### config.mk
export PLATFORM = sky130hd
export DESIGN_NAME = ins_fetcher
export DESIGN_NICKNAME = d
export VERILOG_FILES = /design/src/rtl/ins_fetcher.sv
export SDC_FILE = /design/constraint.sdc
export NUM_CORES = 1
export LEC_CHECK = 0
export CORE_MARGIN = 2
export CORE_UTILIZATION = 60
export CTS_BUF_LIST = sky130_fd_sc_hd__clkbuf_16
export DETAILED_ROUTE_END_ITERATION = 8
export PLACE_DENSITY_LB_ADDON = 0.08
export SETUP_SLACK_MARGIN = 0.2
export SLEW_MARGIN = 20
export SYNTH_ARGS = -nofsm -noshare
export SYNTH_HDL_FRONTEND = slang
export SYNTH_SLANG_ARGS = --single-unit
### constraint.sdc
create_clock -name clk_in -period 23.6 [get_ports clk_in]
set_input_delay 4.72 -clock clk_in [delete_from_list [all_inputs] [get_ports clk_in]]
set_output_delay 4.72 -clock clk_in [all_outputs]
set_load 0.02 [all_outputs]
### src/rtl/ins_fetcher.sv
// Instruction fetcher: single-outstanding I-cache requester feeding a QUEUE_SIZE-deep instruction queue.
// Latency: response strobe to ins_valid_out one cycle; request issued the cycle after IDLE with room.
// Backpressure: no request while the queue is full; rdy_in low freezes all state. Option: JAL_PREDICT_EN.
module ins_fetcher #(
  parameter int QUEUE_SIZE = 8
) (
  input  logic        clk_in,
  input  logic        rst_n_in,
  input  logic        rdy_in,
  input  logic        clear_in,
  input  logic [31:0] clear_pc_in,
  output logic        icache_req_out,
  output logic [31:0] icache_addr_out,
  input  logic        icache_valid_in,
  input  logic [31:0] icache_ins_in,
  input  logic        issue_en_in,
  output logic        ins_valid_out,
  output logic [31:0] ins_code_out,
  output logic [31:0] ins_pc_out,
  output logic [31:0] ins_pred_pc_out
);

  localparam int AW = $clog2(QUEUE_SIZE);
  localparam logic [AW:0] FULL_CNT = (AW+1)'(QUEUE_SIZE);

  typedef struct packed {
    logic [31:0] code;
    logic [31:0] pc;
    logic [31:0] pred_pc;
  } entry_t;

  typedef enum logic [1:0] {IDLE, WAIT, DISCARD} state_t;

  state_t        state, state_nxt;
  logic [31:0]   fetch_pc, fetch_pc_nxt, next_pc;
  logic          req_nxt;
  logic [31:0]   addr_nxt;
  logic          push, pop;
  logic [AW-1:0] head, tail;
  logic [AW:0]   count;
  entry_t        queue [QUEUE_SIZE];
  entry_t        head_ent;

`ifdef JAL_PREDICT_EN
  logic [31:0] jal_imm;
  assign jal_imm = {{11{icache_ins_in[31]}}, icache_ins_in[31], icache_ins_in[19:12],
                    icache_ins_in[20], icache_ins_in[30:21], 1'b0};
  assign next_pc = (icache_ins_in[6:0] == 7'h6F) ? fetch_pc + jal_imm : fetch_pc + 32'd4;
`else
  assign next_pc = fetch_pc + 32'd4;
`endif

  always_comb begin
    state_nxt    = state;
    fetch_pc_nxt = fetch_pc;
    req_nxt      = icache_req_out;
    addr_nxt     = icache_addr_out;
    push         = 1'b0;
    pop          = 1'b0;
    if (clear_in) begin
      fetch_pc_nxt = clear_pc_in;
      req_nxt      = 1'b0;
      // A response still owed by the cache must be swallowed before fetching again.
      state_nxt    = ((state != IDLE) && !icache_valid_in) ? DISCARD : IDLE;
    end else begin
      pop = issue_en_in && (count != '0);
      case (state)
        IDLE: begin
          if (count != FULL_CNT) begin
            state_nxt = WAIT;
            req_nxt   = 1'b1;
            addr_nxt  = fetch_pc;
          end
        end
        WAIT: begin
          if (icache_valid_in) begin
            push         = 1'b1;
            fetch_pc_nxt = next_pc;
            req_nxt      = 1'b0;
            state_nxt    = IDLE;
          end
        end
        DISCARD: begin
          if (icache_valid_in) state_nxt = IDLE;
        end
        default: state_nxt = IDLE;
      endcase
    end
  end

  always_ff @(posedge clk_in or negedge rst_n_in) begin
    if (!rst_n_in) begin
      state           <= IDLE;
      fetch_pc        <= '0;
      icache_req_out  <= 1'b0;
      icache_addr_out <= '0;
      head            <= '0;
      tail            <= '0;
      count           <= '0;
    end else if (rdy_in) begin
      state           <= state_nxt;
      fetch_pc        <= fetch_pc_nxt;
      icache_req_out  <= req_nxt;
      icache_addr_out <= addr_nxt;
      if (clear_in) begin
        head  <= '0;
        tail  <= '0;
        count <= '0;
      end else begin
        if (pop)  head <= head + 1'b1;
        if (push) tail <= tail + 1'b1;
        case ({push, pop})
          2'b10:   count <= count + 1'b1;
          2'b01:   count <= count - 1'b1;
          default: count <= count;
        endcase
      end
    end
  end

  // Storage needs no reset; count gates visibility of every slot.
  always_ff @(posedge clk_in) begin
    if (rdy_in && push) queue[tail] <= '{code: icache_ins_in, pc: fetch_pc, pred_pc: next_pc};
  end

  assign head_ent        = queue[head];
  assign ins_valid_out   = (count != '0);
  assign ins_code_out    = head_ent.code;
  assign ins_pc_out      = head_ent.pc;
  assign ins_pred_pc_out = head_ent.pred_pc;

endmodule
==> results of run 1 <==
## stage by stage
stage	util (%)	instance area (sq um)	setup WS [ns]	hold WS, ns	power, mW
floorplan	-	32600	10.97	0.484	2.75
global placement	65.7	35400	15.22	0.489	3.27
detailed placement	65.7	35400	15.20	0.495	3.29
CTS	70.7	38000	14.82	0.510	4.57
global route	70.7	38000	14.67	0.530	4.71
finish	70.7	38000	14.94	0.507	4.52
## worst max-delay path: stages, from the launching register on
cell and delay [ns]:
dfrtp_4 1.11, buf_4 0.88, mux4_2 0.36, nand2_1 0.06
nand2_1 0.20, clkdlybuf4s50_1 0.63
## power groups by stage
stage / clock network (mW) / registers [mW] / logic (mW)
2_1_floorplan: 0 / 1.89 / 0.857
3_3_place_gp: 0 / 1.94 / 1.33
3_5_place_dp: 0 / 1.95 / 1.34
4_1_cts: 1.30 / 1.92 / 1.35
5_1_grt: 1.36 / 1.93 / 1.42
6_report: 1.28 / 1.91 / 1.33
## layer usage
layer	track usage, %	vias to the layer above
met2	39.9	650
met3	4.35	105
met1	37.1	8896
met5	0	-
met4	8.00	0
li1	-	7343
## sequential cells by signal, indices dropped and copies added (netlist names)
| register | flops |
|---|---|
| icache_req_out | 1 |
| head | 3 |
| fetch_pc | 32 |
| queue | 752 |
| count | 4 |
| state | 2 |
| tail | 3 |
| icache_addr_out | 32 |
## logic make-up (layout without fill, tap and decap cells)
family | Yosys count | in the layout | share of synthesized area, %
simple gates | 453 | 453 | 6.09
buf+inv | 118 | 397 | 1.48
fa+ha+maj | 7 | 7 | 0.268
compound gates | 95 | 95 | 1.83
flops | 829 | 829 | 75.1
xor+xnor | 31 | 31 | 0.855
mux | 228 | 228 | 14.3
## worst min-delay path by stage
| stage | from | to | slack, ns | cells after the start |
|---|---|---|---|---|
| finish | icache_addr_out[26] | icache_addr_out[26] | 0.51 | 1 |
| global route | icache_addr_out[5] | icache_addr_out[5] | 0.53 | 1 |
| CTS | icache_addr_out[26] | icache_addr_out[26] | 0.51 | 1 |
| detailed placement | icache_addr_out[26] | icache_addr_out[26] | 0.50 | 1 |
| global placement | icache_addr_out[9] | icache_addr_out[9] | 0.49 | 1 |
| floorplan | state[1] | state[1] | 0.48 | 2 |
## cell type report
cell class              instances  area [sq um]  area share (%)
flip-flops and latches        829         24500            64.5
multi-input cells             814          7690            20.2
repair buffers                229          2220            5.84
clock buffers                  85          2130            5.59
well taps                     696           871            2.29
clock inverters                66           537            1.41
inverters                      17          66.3           0.174
## layout by cell type, fill, tap and decap left out, drive strengths merged, types with 6 or more instances in the layout
master / n
ha: 7
a21oi: 27
o21ai: 21
clkdlybuf4s50: 197
or4: 9
edfxtp: 752
a31oi: 8
clkbuf: 85
xor2: 11
o22ai: 9
dfrtp: 77
xnor2: 20
nand2: 324
nand3: 34
nor3: 14
bufinv: 10
clkinv: 31
inv: 42
mux2: 35
buf: 32
a2bb2oi: 6
mux4: 188
nor2: 27
nand4: 8
and3: 17
==> summary.md, run 1 <==
| Metric | Value |
|---|---|
| Clk_lat worst skew | 0.62 ns |
| Vias in the first global route | 17600 |
| Startpoint Class | register |
| Worst-path clk slew | around 0.07 ns |
| DIE AREA | about 56000 sq um |
| Wl on met1 | 29500 um |
| P_leak | 12.7 nW |
| CP arrival | 3.94 ns |
| Most common cell in the netlist | edfxtp_1 |
| Final cell count without fillers | 2736 |
| Fill cells | 3376 |
| Fin. max-slew vios | 0 |
| Setup TNS | 0 ns |
| Iteration-0 DRC count of the detailed router | ~1500 |
| Sw Ratio | 30.1% |
| Clock power frac | 28.3% |
| Met3 WL post-DR | about 4700 um |
| Syn Area/Cell | 18.5 sq um |
| Worst Max-Slew Pin Slew | 1.05 ns |
| Die height | 237 um |
| Drt pass-1 iters | 5 |
| Final Hold Fails | 0 |
| Mapped cell area | 32600 sq um |
| Synth cell count leaders | edfxtp_1, nand2_1, mux4_2 |
| GRT Total Usage | between 20% and 30% |
| Ys Warns | 0 |
| Initial Util | between 60% and 70% |
| Int Pwr | roughly 3.2 mW |
| Combinational fraction of design power | 29.3% |
| VDD IR max | 0.104 mV |
| Critical Path End | ins_pred_pc_out[13] |
| Min Tclk post-route | around 8.7 ns |
| DR top layer | met4 |
| Post-DP HPWL | 37200 um |
| Dpl cells | 2585 |
| Tcrit/Tclk final | 36.7% |
| Run status | completed |
| CTS buffer count | 81 |
| Area leader, netlist | edfxtp_1 |
| CTS Sinks | 829 |
| Layout cells sized above 1 | between 10% and 20% |
| Peak Freq | 115 MHz |
| CP endpoint kind | output pin |
| Vias | 17000 |
| Worst Hold Class | reg2reg |
| I/O pins | 200 |
| Critical Path Source | head[1] |
| Via density | 6.21 |
| Hold-fix buffers at CTS | 0 |
| Die width | roughly 240 um |
| Reg2Reg Depth | 8 |
| GPL Wtd Cong | between 0.8 and 0.9 |
| Max-slew headroom | 30.1% |
| Synth top area cells | edfxtp_1, mux4_2, dfrtp_1 |
| Yosys top cell area share | 69.2% |
| Gr ovfl total | 0 |
| CTS Buffer Depth | 3 |
| Post-Syn Nets | 1838 |
| Initial antenna violation count | 0 |
| # nets final | 2049 |
| CTS tree | built |
| Pwr/cell area | about 120 nW/um^2 |
| Post-route DRC | 0 |
| Post-CTS sizing | 0 |
| PortBufs | roughly 200 |
| DRT antenna net count | 0 |
| Root buffer cell | clkbuf_16 |
| Wirelength, routed | roughly 70000 um |
| # diodes | 0 |
| Crit-path max FO | 67 |
| First-pass GRT wire length | 105000 um |
| Switching power | 1.36 mW |
| Mapped Cells | 1761 |
| Worst R2R Start | state[1] |
| Setup violations, final | 0 |
| Total of max-cap violations | 0 |
| Post-synth EDFFs | 752 |
| Worst EP required | 18.88 ns |
| Yosys cell types | 53 |
| Worst Setup Path Type | reg2out |
| Setup bufs post-CTS | 0 |
| FFs w/ async S/R, synth | 9.29% |
| Worst Skew | 0.0231 ns |
| Critical R2R Capture | queue[2][81] |
| WL per Instance | between 20 and 30 um |
| Core ar. | approximately 54000 sq um |
| Reg2reg setup slack | 19.82 ns |
| Synth Flop Type | edfxtp_1 |
| Area Growth Syn to Fin | 16.6% |
| Yosys reg bits | around 830 |
| Pin count of the biggest net entering global routing | between 100 and 150 |
| Seq pwr share | 42.3% |
| H-tree depth | 3 |
| Site row count | 85 |
| Met2 WL | 33100 um |
| Sequential-to-total area share from yosys stat | 75.1% |
| RSZ-0062 raised after global routing | no |
Note: power is estimated with default switching activity, not from simulation.
==> run 2: changes to the inputs <==
--- a/config.mk
+++ b/config.mk
@@ -6,7 +6,7 @@
 export NUM_CORES = 1
 export LEC_CHECK = 0
 export CORE_MARGIN = 2
-export CORE_UTILIZATION = 60
+export CORE_UTILIZATION = 59
 export CTS_BUF_LIST = sky130_fd_sc_hd__clkbuf_16
 export DETAILED_ROUTE_END_ITERATION = 8
 export PLACE_DENSITY_LB_ADDON = 0.08
==> constraint.sdc (replaced) <==
create_clock -name clk_in -period 8.9 [get_ports clk_in]
set_input_delay 1.78 -clock clk_in [delete_from_list [all_inputs] [get_ports clk_in]]
set_output_delay 1.78 -clock clk_in [all_outputs]
set_load 0.02 [all_outputs]
==> run 2 against run 1 <==
  * Critical path depth unchanged
  * Non-clock buffer count down 7
  * Sequential power rose to 2.6 times the previous value
  * Routed wire length up 1.6%
  * Clock skew about the same
  * Die area up 1.7%
  * Global-route usage up 0.10 points
  * Via count down 0.60%
  * Sequential share of layout area about the same
  * Sequential cell count unchanged
  * Hold slack about the same
==> summary.md, run 2 (same netlist as run 1, synthesis figures left out) <==
| Metric | Value |
|---|---|
| Final Hold Fails | 0 |
| Run status | completed |
| CP endpoint kind | output pin |
| Wirelength, routed | about 70000 um |
| Tcrit/Tclk final | 60.4% |
| VDD IR max | 0.218 mV |
| WL per Instance | 25.6 um |
| H-tree depth | 3 |
| PortBufs | 199 |
| Post-route DRC | 0 |
| Post-DP HPWL | 36900 um |
| Vias | 16900 |
| CTS Buffer Depth | 3 |
| Hold-fix buffers at CTS | 0 |
| Via density | 6.17 |
| Min Tclk post-route | 5.38 ns |
| Die width | between 200 and 250 um |
| RSZ-0062 raised after global routing | no |
| Peak Freq | about 190 MHz |
| Worst Setup Slack, final | 3.52 ns |
| Max reg flops | 752 |
| Startpoint Class | register |
| Hold EP | icache_addr_out[8] |
| Initial Util | between 50% and 60% |
| CP arrival | between 3 and 4 ns |
| Worst EP required | just over 7 ns |
| Iteration-0 DRC count of the detailed router | between 1500 and 2000 |
| # nets final | 2043 |
| Reg2Reg Depth | 8 |
| Largest registers | queue x752, fetch_pc x32, icache_addr_out x32 |
| Placed inst area | approximately 35000 sq um |
| Worst R2R Start | state[1] |
| Critical R2R Capture | queue[4][86] |
| Pin count of the biggest net entering global routing | about 170 |
| Root buffer cell | clkbuf_16 |
| Vias in the first global route | 17300 |
| Cell area after layout | 38000 sq um |
| Hold Startpoint | icache_addr_out[8] |
| P_leak | roughly 13 nW |
| DIE AREA | 57200 sq um |
| Final core utilization | 69.3% |
| GPL Wtd Cong | 0.796 |
| Worst Hold Class | reg2reg |
| Site row count | 86 |
| Clk_lat worst skew | a little over 0.6 ns |
| Crit-path max FO | 72 |
| Initial antenna violation count | 0 |
| Gr ovfl total | 0 |
| Post-CTS sizing | 0 |
| DRT antenna net count | 0 |
| Reg2reg setup slack | 5.30 ns |
| Reg with most FFs | queue |
| Layout cells sized above 1 | 18.2% |
| Place WS | 3.49 ns |
| Pwr/cell area | 313 nW/um^2 |
| Worst Max-Slew Pin Slew | 1.09 ns |
| Dpl cells | between 2000 and 3000 |
| CTS tree | built |
| I/O pins | 200 |
| Total power | 11.9 mW |
| Max-slew headroom | about 28% |
| Worst-path clk slew | 0.06 ns |
| Core ar. | 54900 sq um |
| Commonest non-fill, non-tap cell in the layout | edfxtp_1 |
| Setup bufs post-CTS | 0 |
| Die height | 239 um |
| CTS Sinks | 829 |
| # diodes | 0 |
| Most frequent cells in the layout | edfxtp_1, nand2_1, clkdlybuf4s50_1 |
| Worst Skew | 0.0229 ns |
| Worst Setup Path Type | reg2out |
| Total of max-cap violations | 0 |
| Drt pass-1 iters | 6 |
| Area Growth Syn to Fin | 16.6% |
| Hold slack | ~0.5 ns |
| CTS buffer count | 82 |
| Hold depth | 1 |
| Setup violations, final | 0 |
| GRT Total Usage | 25.4% |
| Final cell count without fillers | ~2700 |
| Setup TNS | 0 ns |
| First-pass GRT wire length | ~110000 um |
| Fin. max-slew vios | 0 |
-- run 2: worst max-delay path by stage --
stage,cells past startpoint,slack (ns),from,to
2_1_floorplan,6,1.73,clear_in,queue[7][10]
3_3_place_gp,7,3.55,rdy_in,queue[0][74]
3_5_place_dp,7,3.49,icache_valid_in,queue[0][70]
4_1_cts,5,3.20,head[0],ins_pc_out[18]
5_1_grt,5,3.36,head[2],ins_pc_out[20]
6_report,5,3.52,head[2],ins_pc_out[10]
-- run 2: per-layer routing --
metal | wire, um | GRT usage (%)
met1 | 29800 | 37.3
met2 | 34200 | 40.4
met3 | 4560 | 3.74
met4 | 1510 | 7.82
met5 | 0 | 0
-- run 2: layout make-up --
cell class / instances / area (sq um)
flip-flops and latches: 829 / 24500
repair buffers: 222 / 2320
well taps: 704 / 881
clock buffers: 85 / 2130
fillers: 3490 / 16900
clock inverters: 66 / 410
multi-input cells: 814 / 7700
inverters: 17 / 65.1
-- run 2: worst max-delay path, stage by stage (launching register included) --
cell	delay (ns)
dfrtp_4	0.58
clkinv_2	0.45
buf_4	0.95
nand2_1	0.13
nand2_1	0.15
clkdlybuf4s50_1	0.68
-- run 2: power breakdown --
group / internal, mW / total, mW / switching, mW
registers: 4.68 / 5.01 / 0.334
logic: 1.71 / 3.62 / 1.91
clock network: 1.87 / 3.25 / 1.38
==> run 3: changes to the inputs <==
==> constraint.sdc (replaced) <==
create_clock -name clk_in -period 5 [get_ports clk_in]
set_input_delay 1 -clock clk_in [delete_from_list [all_inputs] [get_ports clk_in]]
set_output_delay 1 -clock clk_in [all_outputs]
set_load 0.02 [all_outputs]
==> run 3 against run 2 <==
  * Power increased by 79%
  * Clock-buffer cell count unchanged
  * Routed wire length increased by 0.21%
  * First-iteration DRC count decreased by 3.6%
  * Core utilization increased by 0.31 points
  * Clock skew decreased by 0.0020 ns
  * Critical path depth decreased by 1
  * Setup slack got worse by 2.8 ns
  * Die area unchanged
  * Sequential cell count unchanged
  * Via count increased by 0.46%
  * Highest routed layer is now met5
==> summary.md, run 3 (same netlist as run 1, synthesis figures left out) <==
| Metric | Value |
|---|---|
| Total of max-cap violations | 0 |
| First-pass GRT wire length | 107000 um |
| Worst Skew | 0.0209 ns |
| Total power | between 20 and 25 mW |
| P_leak | 12.7 nW |
| Hold-fix buffers at CTS | 0 |
| Root buffer cell | clkbuf_16 |
| Drt pass-1 iters | 5 |
| Worst Max-Slew Pin Slew | approximately 1.0 ns |
| Pwr/cell area | 556 nW/um^2 |
| Post-CTS sizing | 0 |
| GRT Total Usage | 25.3% |
| Setup TNS | 0 ns |
| Layout cells sized above 1 | 18.9% |
| Crit-path max FO | 65 |
| Combinational fraction of design power | a little under a third |
| Die height | roughly 240 um |
| CTS Sinks | 829 |
| Crit-path cells | buf_4, nand2_1, nand2_1, clkdlybuf4s50_1 |
| GPL Wtd Cong | 0.814 |
| Seq pwr share | ~42% |
| CTS buffer count | 81 |
| VDD IR max | 0.404 mV |
| H-tree depth | 3 |
| Gr ovfl total | 0 |
| Site row count | 86 |
| Die width | 239 um |
| Clock power frac | 27.4% |
| CP endpoint kind | output pin |
| Area Growth Syn to Fin | 17.1% |
| Crit-path slowest cell | buf_4 |
| Core ar. | between 50000 and 60000 sq um |
| Pin count of the biggest net entering global routing | 82 |
| Setup bufs post-CTS | 0 |
| Post-route DRC | 0 |
| PortBufs | 199 |
| RSZ-0062 raised after global routing | no |
| I/O pins | 200 |
| Iteration-0 DRC count of the detailed router | 1530 |
| Cell mode on critical path | nand2_1 |
| Final Hold Fails | 0 |
| Sw Ratio | a little under a third |
| Crit-path max cell delay | roughly 0.85 ns |
| Max reg flops | 752 |
| WL per Instance | 25.6 um |
| Worst Hold Class | in2async |
| Most frequent cells in the layout | edfxtp_1, nand2_1, clkdlybuf4s50_1 |
| Min Tclk post-route | between 4 and 5 ns |
| Worst EP required | 4.00 ns |
| Peak Freq | about 230 MHz |
| CTS Buffer Depth | 3 |
| DRT antenna net count | 0 |
| Commonest non-fill, non-tap cell in the layout | edfxtp_1 |
| Largest registers | queue x752, fetch_pc x32, icache_addr_out x32 |
| Setup violations, final | 0 |
| Reg2reg setup slack | 1.70 ns |
| Vias | 17000 |
| Wirelength, routed | approximately 70000 um |
| Fin. max-slew vios | 0 |
| # nets final | 2056 |
| Worst Setup Slack, final | 0.717 ns |
| Initial antenna violation count | 1 |
| Multi-input logic area | 7700 sq um |
| Storage cell area | around 25000 sq um |
| Clk_lat worst skew | 0.62 ns |
| Via density | around 6 |
| Int Pwr | about 15 mW |
| Switching power | ~6.5 mW |
| Reg with most FFs | queue |
| Run status | completed |
| Vias in the first global route | 17600 |
| Post-DP HPWL | 39200 um |
| Max-slew headroom | between 30 and 40% |
| Worst Setup Path Type | reg2out |
| Startpoint Class | register |
| Place WS | 1.18 ns |
| DIE AREA | 57200 sq um |
| Initial Util | 59.4% |
| Fill cells | 3503 |
| CTS tree | built |
| Worst-path clk slew | 0.06 ns |
| CP arrival | 3.28 ns |
| Tcrit/Tclk final | 85.7% |
[run 3: through the flow]
stage               utilization [%]  cells  area [sq um]  hold WS [ns]
global route                   69.6   2747         38200         0.508
global placement               64.9   2600         35600         0.474
finish                         69.6   2749         38200         0.445
detailed placement             64.9   2600         35600         0.481
CTS                            69.6   2747         38200         0.458
floorplan                         -   1761         32700         0.484
[run 3: final timing paths]
kind	startpoint	endpoint	cells past startpoint
hold / removal	rst_n_in	icache_addr_out[0]	1
min in group clk_in	icache_addr_out[28]	icache_addr_out[28]	1
setup / recovery	head[2]	ins_pc_out[2]	4
setup reg to reg	fetch_pc[2]	queue[6][18]	5
hold reg to reg	icache_addr_out[28]	icache_addr_out[28]	1
max in group asynchronous	rst_n_in	head[0]	2
[run 3: critical path: cells and delay by family (launching register included)]
kind	cells	cell delay, ns
buffers and inverters	2	1.48
DFF	1	0.79
and+or+nand+nor	2	0.36
[run 3: area by class of cell]
cell class | count | area share (%)
diodes | 2 | 0.0131
clock buffers | 85 | 5.57
clock inverters | 62 | 1.10
inverters | 17 | 0.174
multi-input cells | 814 | 20.2
flip-flops and latches | 829 | 64.2
well taps | 704 | 2.31
repair buffers | 236 | 6.48
[run 3: routing by layer]
| layer | track usage, % | wire, um |
|---|---|---|
| met3 | 4.16 | 4740 |
| met4 | 6.53 | 1210 |
| met5 | 0 | 11 |
| met2 | 41.0 | 34500 |
| met1 | 36.6 | 29800 |
[run 3: power by group through the flow]
stage | Clock [mW] | Sequential (mW) | Combinational (mW)
3_5_place_dp | 0 | 9.13 | 6.50
4_1_cts | 5.93 | 8.99 | 6.54
2_1_floorplan | 0 | 8.90 | 4.05
6_report | 5.83 | 8.98 | 6.43
5_1_grt | 6.20 | 9.06 | 6.88
3_3_place_gp | 0 | 9.09 | 6.46
